===== src/rtl/flash_pkg.sv =====
// Shared opcodes, frame lengths and FSM state type for the SPI flash command engine.
package flash_pkg;

    localparam logic [7:0] CMD_READ = 8'h03;
    localparam logic [7:0] CMD_WREN = 8'h06;
    localparam logic [7:0] CMD_PP   = 8'h02;
    localparam logic [7:0] CMD_RDSR = 8'h05;

    localparam logic [6:0] FRAME_LEN_8  = 7'd8;
    localparam logic [6:0] FRAME_LEN_16 = 7'd16;
    localparam logic [6:0] FRAME_LEN_64 = 7'd64;

    typedef enum logic [2:0] {
        StIdle,
        StRdFrame,
        StWrenFrame,
        StPpFrame,
        StPollFrame,
        StGap
    } state_e;

    // The flash streams bytes in address order; the bus word is little-endian.
    function automatic logic [31:0] byte_swap(input logic [31:0] w);
        return {w[7:0], w[15:8], w[23:16], w[31:24]};
    endfunction

endpackage


===== src/rtl/flash_spi_engine_if.sv =====
// Request/response handshake between the flash controller and the SPI command engine.
interface flash_spi_engine_if;

    logic        flash_enable;
    logic        read_enable;
    logic        write_enable;
    logic [23:0] address;
    logic [31:0] data_in;
    logic        ready;
    logic [31:0] data_out;
    logic        error;

    modport master (
        output flash_enable, read_enable, write_enable, address, data_in,
        input  ready, data_out, error
    );

    modport slave (
        input  flash_enable, read_enable, write_enable, address, data_in,
        output ready, data_out, error
    );

endinterface


===== src/rtl/flash_spi_shifter.sv =====
// Mode-0 SPI bit engine: shifts out up to 64 bits MSB first and collects MISO bits.
module flash_spi_shifter #(
    parameter int unsigned CLK_DIV = 2
) (
    input  logic        clk,
    input  logic        reset,
    input  logic        load,
    input  logic [6:0]  bit_count,
    input  logic [63:0] tx_word,
    input  logic        miso,
    output logic        sck,
    output logic        mosi,
    output logic        done,
    output logic [31:0] rx_word
);

    localparam int unsigned DivW = $clog2(2 * CLK_DIV);
    localparam logic [DivW-1:0] DivHalf = DivW'(CLK_DIV);
    localparam logic [DivW-1:0] DivLast = DivW'(2 * CLK_DIV - 1);

    logic            active_q;
    logic [DivW-1:0] div_q;
    logic [6:0]      bits_q;
    logic [63:0]     sr_q;
    logic [31:0]     rx_q;
    logic            sample;
    logic            bit_end;

    assign sample  = active_q && (div_q == DivHalf);
    assign bit_end = active_q && (div_q == DivLast);
    assign done    = bit_end && (bits_q == 7'd1);
    // SCK low for the first half of each bit, high for the second.
    assign sck     = active_q && (div_q >= DivHalf);
    assign mosi    = active_q && sr_q[63];
    assign rx_word = rx_q;

    // Divider, bit counter and shift registers.
    always_ff @(posedge clk) begin
        if (!reset) begin
            active_q <= 1'b0;
            div_q    <= '0;
            bits_q   <= '0;
            sr_q     <= '0;
            rx_q     <= '0;
        end else if (load) begin
            active_q <= 1'b1;
            div_q    <= '0;
            bits_q   <= bit_count;
            sr_q     <= tx_word;
        end else if (active_q) begin
            if (sample) begin
                rx_q <= {rx_q[30:0], miso};
            end
            if (bit_end) begin
                div_q  <= '0;
                sr_q   <= {sr_q[62:0], 1'b0};
                bits_q <= bits_q - 1'b1;
                if (bits_q == 7'd1) begin
                    active_q <= 1'b0;
                end
            end else begin
                div_q <= div_q + 1'b1;
            end
        end
    end

endmodule


===== src/rtl/flash_spi_engine.sv =====
// SPI flash command engine: one-word READ, or WREN + PAGE PROGRAM + RDSR busy polling.
module flash_spi_engine
    import flash_pkg::*;
#(
    parameter int unsigned CLK_DIV  = 2,
    parameter int unsigned CS_IDLE  = 4,
    parameter int unsigned POLL_MAX = 65535
) (
    input  logic                     clk,
    input  logic                     reset,
    flash_spi_engine_if.slave        bus,
    input  logic                     flashMiso,
    output logic                     flashClk,
    output logic                     flashMosi,
    output logic                     flashCs
);

    localparam int unsigned GapW = (CS_IDLE > 1) ? $clog2(CS_IDLE) : 1;
    localparam logic [GapW-1:0] GapLast = GapW'(CS_IDLE - 1);

    state_e          state_q, state_d;
    state_e          after_gap_q, after_gap_d;
    logic [23:0]     addr_q, addr_d;
    logic [31:0]     wdata_q, wdata_d;
    logic [31:0]     data_out_q, data_out_d;
    logic            error_q, error_d;
    logic [31:0]     poll_cnt_q, poll_cnt_d;
    logic [GapW-1:0] gap_cnt_q, gap_cnt_d;

    logic            load;
    logic [6:0]      bit_count;
    logic [63:0]     tx_word;
    logic            frame_done;
    logic [31:0]     rx_word;

    flash_spi_shifter #(
        .CLK_DIV (CLK_DIV)
    ) u_shifter (
        .clk       (clk),
        .reset     (reset),
        .load      (load),
        .bit_count (bit_count),
        .tx_word   (tx_word),
        .miso      (flashMiso),
        .sck       (flashClk),
        .mosi      (flashMosi),
        .done      (frame_done),
        .rx_word   (rx_word)
    );

    assign flashCs      = (state_q == StIdle) || (state_q == StGap);
    assign bus.ready    = (state_q == StIdle);
    assign bus.data_out = data_out_q;
    assign bus.error    = error_q;

    // State and command registers.
    always_ff @(posedge clk) begin
        if (!reset) begin
            state_q     <= StIdle;
            after_gap_q <= StIdle;
            addr_q      <= '0;
            wdata_q     <= '0;
            data_out_q  <= '0;
            error_q     <= 1'b0;
            poll_cnt_q  <= '0;
            gap_cnt_q   <= '0;
        end else begin
            state_q     <= state_d;
            after_gap_q <= after_gap_d;
            addr_q      <= addr_d;
            wdata_q     <= wdata_d;
            data_out_q  <= data_out_d;
            error_q     <= error_d;
            poll_cnt_q  <= poll_cnt_d;
            gap_cnt_q   <= gap_cnt_d;
        end
    end

    // Next-state logic and frame launch; each frame is followed by a CS-high gap.
    always_comb begin
        state_d     = state_q;
        after_gap_d = after_gap_q;
        addr_d      = addr_q;
        wdata_d     = wdata_q;
        data_out_d  = data_out_q;
        error_d     = error_q;
        poll_cnt_d  = poll_cnt_q;
        gap_cnt_d   = gap_cnt_q;
        load        = 1'b0;
        bit_count   = FRAME_LEN_8;
        tx_word     = '0;

        case (state_q)
            StIdle: begin
                if (bus.flash_enable && (bus.read_enable || bus.write_enable)) begin
                    addr_d     = bus.address;
                    wdata_d    = bus.data_in;
                    error_d    = 1'b0;
                    poll_cnt_d = '0;
                    load       = 1'b1;
                    // Read takes priority when both requests are present.
                    if (bus.read_enable) begin
                        state_d   = StRdFrame;
                        bit_count = FRAME_LEN_64;
                        tx_word   = {CMD_READ, bus.address, 32'h0};
                    end else begin
                        state_d   = StWrenFrame;
                        bit_count = FRAME_LEN_8;
                        tx_word   = {CMD_WREN, 56'h0};
                    end
                end
            end
            StRdFrame: begin
                if (frame_done) begin
                    data_out_d  = byte_swap(rx_word);
                    state_d     = StGap;
                    after_gap_d = StIdle;
                    gap_cnt_d   = '0;
                end
            end
            StWrenFrame: begin
                if (frame_done) begin
                    state_d     = StGap;
                    after_gap_d = StPpFrame;
                    gap_cnt_d   = '0;
                end
            end
            StPpFrame: begin
                if (frame_done) begin
                    state_d     = StGap;
                    after_gap_d = StPollFrame;
                    gap_cnt_d   = '0;
                end
            end
            StPollFrame: begin
                if (frame_done) begin
                    state_d    = StGap;
                    gap_cnt_d  = '0;
                    poll_cnt_d = poll_cnt_q + 32'd1;
                    // Last received bit is status[0], the write-in-progress flag.
                    if (!rx_word[0]) begin
                        after_gap_d = StIdle;
                    end else if ((poll_cnt_q + 32'd1) >= POLL_MAX) begin
                        error_d     = 1'b1;
                        after_gap_d = StIdle;
                    end else begin
                        after_gap_d = StPollFrame;
                    end
                end
            end
            StGap: begin
                gap_cnt_d = gap_cnt_q + 1'b1;
                if (gap_cnt_q == GapLast) begin
                    gap_cnt_d = '0;
                    state_d   = after_gap_q;
                    if (after_gap_q == StPpFrame) begin
                        load      = 1'b1;
                        bit_count = FRAME_LEN_64;
                        tx_word   = {CMD_PP, addr_q, byte_swap(wdata_q)};
                    end else if (after_gap_q == StPollFrame) begin
                        load      = 1'b1;
                        bit_count = FRAME_LEN_16;
                        tx_word   = {CMD_RDSR, 56'h0};
                    end
                end
            end
            default: begin
                state_d = StIdle;
            end
        endcase
    end

endmodule

===== src/flat_wrapper.sv =====
// flat-port wrapper written by rule: the top's interface ports become plain ports
module flash_spi_engine_flat import flash_pkg::*;
#(
    parameter int unsigned CLK_DIV  = 2,
    parameter int unsigned CS_IDLE  = 4,
    parameter int unsigned POLL_MAX = 65535
)
  (clk, reset, flashMiso, flashClk, flashMosi, flashCs, bus_flash_enable, bus_read_enable, bus_write_enable, bus_address, bus_data_in, bus_ready, bus_data_out, bus_error);
  flash_spi_engine_if bus_i ();
  input  logic clk;
  input  logic reset;
  input  logic flashMiso;
  output logic flashClk;
  output logic flashMosi;
  output logic flashCs;
  input wire logic [$bits(bus_i.flash_enable)-1:0] bus_flash_enable;
  input wire logic [$bits(bus_i.read_enable)-1:0] bus_read_enable;
  input wire logic [$bits(bus_i.write_enable)-1:0] bus_write_enable;
  input wire logic [$bits(bus_i.address)-1:0] bus_address;
  input wire logic [$bits(bus_i.data_in)-1:0] bus_data_in;
  output wire logic [$bits(bus_i.ready)-1:0] bus_ready;
  output wire logic [$bits(bus_i.data_out)-1:0] bus_data_out;
  output wire logic [$bits(bus_i.error)-1:0] bus_error;
  assign bus_i.flash_enable = bus_flash_enable;
  assign bus_i.read_enable = bus_read_enable;
  assign bus_i.write_enable = bus_write_enable;
  assign bus_i.address = bus_address;
  assign bus_i.data_in = bus_data_in;
  assign bus_ready = bus_i.ready;
  assign bus_data_out = bus_i.data_out;
  assign bus_error = bus_i.error;
  flash_spi_engine #(.CLK_DIV(CLK_DIV), .CS_IDLE(CS_IDLE), .POLL_MAX(POLL_MAX)) u_core (.clk(clk), .reset(reset), .bus(bus_i), .flashMiso(flashMiso), .flashClk(flashClk), .flashMosi(flashMosi), .flashCs(flashCs));
endmodule

===== config.mk =====
export PLATFORM = sky130hd
export DESIGN_NAME = flash_spi_engine_flat
export DESIGN_NICKNAME = d
export VERILOG_FILES = /design/src/rtl/flash_pkg.sv /design/src/rtl/flash_spi_engine_if.sv /design/src/rtl/flash_spi_shifter.sv /design/src/rtl/flash_spi_engine.sv /design/src/flat_wrapper.sv
export SDC_FILE = /design/constraint.sdc
export NUM_CORES = 1
export LEC_CHECK = 0
export BUFFER_PORTS_ARGS = -buffer_cell sky130_fd_sc_hd__buf_2
export CORE_ASPECT_RATIO = 1.75
export CORE_MARGIN = 10
export CORE_UTILIZATION = 38
export CTS_CLUSTER_DIAMETER = 120
export CTS_CLUSTER_SIZE = 16
export DETAILED_ROUTE_END_ITERATION = 6
export PLACE_DENSITY = 0.57
export SKIP_CTS_REPAIR_TIMING = 1
export SYNTH_ARGS = -nofsm -noshare
export SYNTH_HDL_FRONTEND = slang
export SYNTH_HIERARCHICAL = 1
export SYNTH_SLANG_ARGS = --single-unit
export TNS_END_PERCENT = 10

===== constraint.sdc =====
create_clock -name clk -period 4.2 [get_ports clk]
set_input_delay 0.42 -clock clk [delete_from_list [all_inputs] [get_ports clk]]
set_output_delay 0.42 -clock clk [all_outputs]
set_load 0.005 [all_outputs]

==> results.yml <==
logic_synthesis:
  syn-cell-area_um2: 11300
  async_reset_ff_share_pct: 0
  yosysSeqAreaShare_pct: 41.3
  synth_area_leaders: "dfxtp_1 (41%), nand2_1 (9.4%), a21boi_0 (8.7%), o211a_1 (5.8%), and3_1 (5.6%)"
  syn_inst: 1365
  synth_area_per_cell_um2: 8.31
  yosysWarnings: 6
  synth_edf_count: 0
  synth_seq_cells: 234
  yosys.area.top_type_share_pct: 41.3
  ys.flop_type: "dfxtp_1"
  synthTopCellsByCount: "nand2_1 (285), dfxtp_1 (234), a21boi_0 (132)"
  synth_cell_types: 63
  yosysMostFrequentCell: "nand2_1"
  yosys.area.top_type: "dfxtp_1"
route:
  wire_per_inst_um: 16.8
  wirelength_um: 29600
  drtIter0Drc: 603
  ant_nets: 0
  wirelength_met1_um: 12400
  vias: 9598
  wl_met3_um: 1240
  vias_per_cell: 5.47
  drt-pass1-iter-count: 5
  highest_layer: "met5"
  route.detailed.drc: 0
  wl_met2_um: 15400
critical_path:
  crit_required_ns: 4.59
  crit_path_start_kind: "register"
  arrival_ns: 3.64
  crit_path_end_kind: "register"
  crit_path_max_fanout: 70
  crit_type: "reg -> reg"
timing:
  whs_ns: 0.153
  fin_crit_ns: 3.25
  hold_viol: 0
  fmax_mhz: 307
  min_period_over_period_pct: 77.4
  setup-violations-final: 0
  rsz0062_at_grt: "false"
  tightest_slew_ns: 1.19
  tns_ns: 0
  maxSlewViolCount: 0
  max_slew_margin_pct: 20.7
  skew_ns: 0.0212
  fin_ws_ns: 0.947
clock_network:
  cts_max_level: 1
  clock-root-buffer: "clkbuf_16"
  cts_buffers: 18
  clkTransAtPathRegs_ns: 0.07
  clock_path_buffers: 3
  cts_tree: "built"
  clock_latency_ns: 0.52
  cts_num_sinks: 234
global_routing:
  grt_usage_pct: 15.3
  grt_max_degree: 111
  grt_first_pass_wirelength_um: 48600
  antenna_found_initial: 2
  grt_overflow: 0
  first_global_vias: 9509
place:
  port_buffers: 98
  gp_congestion: 0.849
  place_area_um2: 12000
  place.detailed.hpwl_um: 18700
  dp_worst_setup_slack_ns: 0.997
power:
  pwr-share-comb_pct: 10.6
  total_power_w: 0.00441
  leakagePower_nw: 5.70
  switching_share_pct: 25.3
  p_seq_share_pct: 53.9
  powerDensity_nw_per_um2: 354
  ir_drop_v: 0.000306
  p_switching_w: 0.00112
  cellInternalPower_w: 0.00329
  pwr-share-clk_pct: 35.5
flow_run:
  maxCapViolations: 0
final_layout:
  synthToLayoutAreaGrowth_pct: 9.92
  fillers: 3016
  final_area_um2: 12500
  drive_gt1_share_pct: 11.1
  fin_nets: 1444
run_status:
  status: "finished clean"
die:
  die_h_um: 249
  core_um2: 29400
  ios: 99
  die_area_um2: 37400
  die_w_um: 151
  fp-row-count: 83
  initial_utilization_pct: 38.6
worst_hold_path:
  hold_path_class: "in -> reg"
==> power groups by stage <==
stage | clock, W | combinational, W | sequential, W
6_report | 0.00157 | 0.000468 | 0.00238
5_1_grt | 0.00171 | 0.000529 | 0.00239
4_1_cts | 0.00164 | 0.000476 | 0.00238
3_5_place_dp | 0 | 0.000475 | 0.00243
3_3_place_gp | 0 | 0.000468 | 0.00242
2_1_floorplan | 0 | 0.000355 | 0.00241
==> worst max-delay path: stages (launching register included) <==
cell      delay (ns)
dfxtp_1         0.49
nor3_1          0.60
o211ai_1        0.29
o21ai_4         0.13
buf_4           0.62
and3b_1         0.63
nand2_1         0.20
a21boi_0        0.11
==> cell type report <==
class / instances / area [um2] / area share (%)
Antenna cell: 1 / 2.50 / 0.0201
Tap cell: 382 / 478 / 3.83
Clock inverter: 2 / 25.0 / 0.201
Inverter: 15 / 56.3 / 0.451
Sequential cell: 234 / 4690 / 37.6
Clock buffer: 18 / 450 / 3.61
Timing Repair Buffer: 114 / 629 / 5.05
Multi-Input combinational cell: 990 / 6150 / 49.3
==> routing by layer <==
metal  up-vias  GRT usage [%]
li1       4842              -
met1      4580           17.9
met2       138           27.4
met3        36           2.60
met4         2           4.54
met5         -              0
==> per-stage QoR <==
stage,utilization [%],instances
after floorplan,-,1373
after global placement,40.8,1735
after detailed placement,40.8,1735
after CTS,42.4,1755
after global routing,42.4,1755
final,42.4,1756
==> logic make-up after synthesis <==
group | after synthesis | share of synthesized area [%]
xor gates and xnor gates | 19 | 1.47
other | 1 | 0.0330
AOI/OAI and AO/OA | 397 | 27.5
and+or+nand+nor | 554 | 23.5
buffers and inverters | 149 | 5.07
muxes | 2 | 0.187
adders and majority gates | 9 | 0.992
DFF | 234 | 41.3
==> registers in the layout, summed over array words and instances (netlist names) <==
| name | cells |
|---|---|
| u_core/u_shifter/sr_q | 64 |
| u_core/bus.data_out | 32 |
| u_core/poll_cnt_q | 32 |
| u_core/u_shifter/rx_word | 32 |
| u_core/wdata_q | 32 |
| u_core/addr_q | 24 |
| u_core/u_shifter/bits_q | 7 |
| u_core/state_q | 3 |
| u_core/after_gap_q | 2 |
| u_core/gap_cnt_q | 2 |
| u_core/u_shifter/div_q | 2 |
| u_core/bus.error | 1 |
| u_core/u_shifter/active_q | 1 |
==> layout by cell type (no fill, tap or decap), drive strengths merged, types with 10 or more instances in the layout <==
cell	instances
a211o	63
a21boi	132
a21oi	32
a32o	18
and2	10
and3	102
buf	114
clkbuf	18
dfxtp	234
inv	15
nand2	285
nand3	28
nand4	16
nor2	42
nor2b	13
nor3	21
nor4	10
o211a	66
o21ai	35
xnor2	10
==> worst paths after layout <==
check,from,to,depth (start not counted),slack (ns)
min,bus_data_in[7],u_core/wdata_q[7]$_SDFFE_PN0P_,3,0.15
max reg2reg,u_core/state_q[1]$_SDFFE_PN0P_,u_core/u_shifter/rx_word[12]$_SDFFE_PN0P_,7,0.95
min reg2reg,u_core/wdata_q[31]$_SDFFE_PN0P_,u_core/wdata_q[31]$_SDFFE_PN0P_,2,0.46
max,u_core/state_q[1]$_SDFFE_PN0P_,u_core/u_shifter/rx_word[12]$_SDFFE_PN0P_,7,0.95
Note: power is estimated with default switching activity, not from simulation.
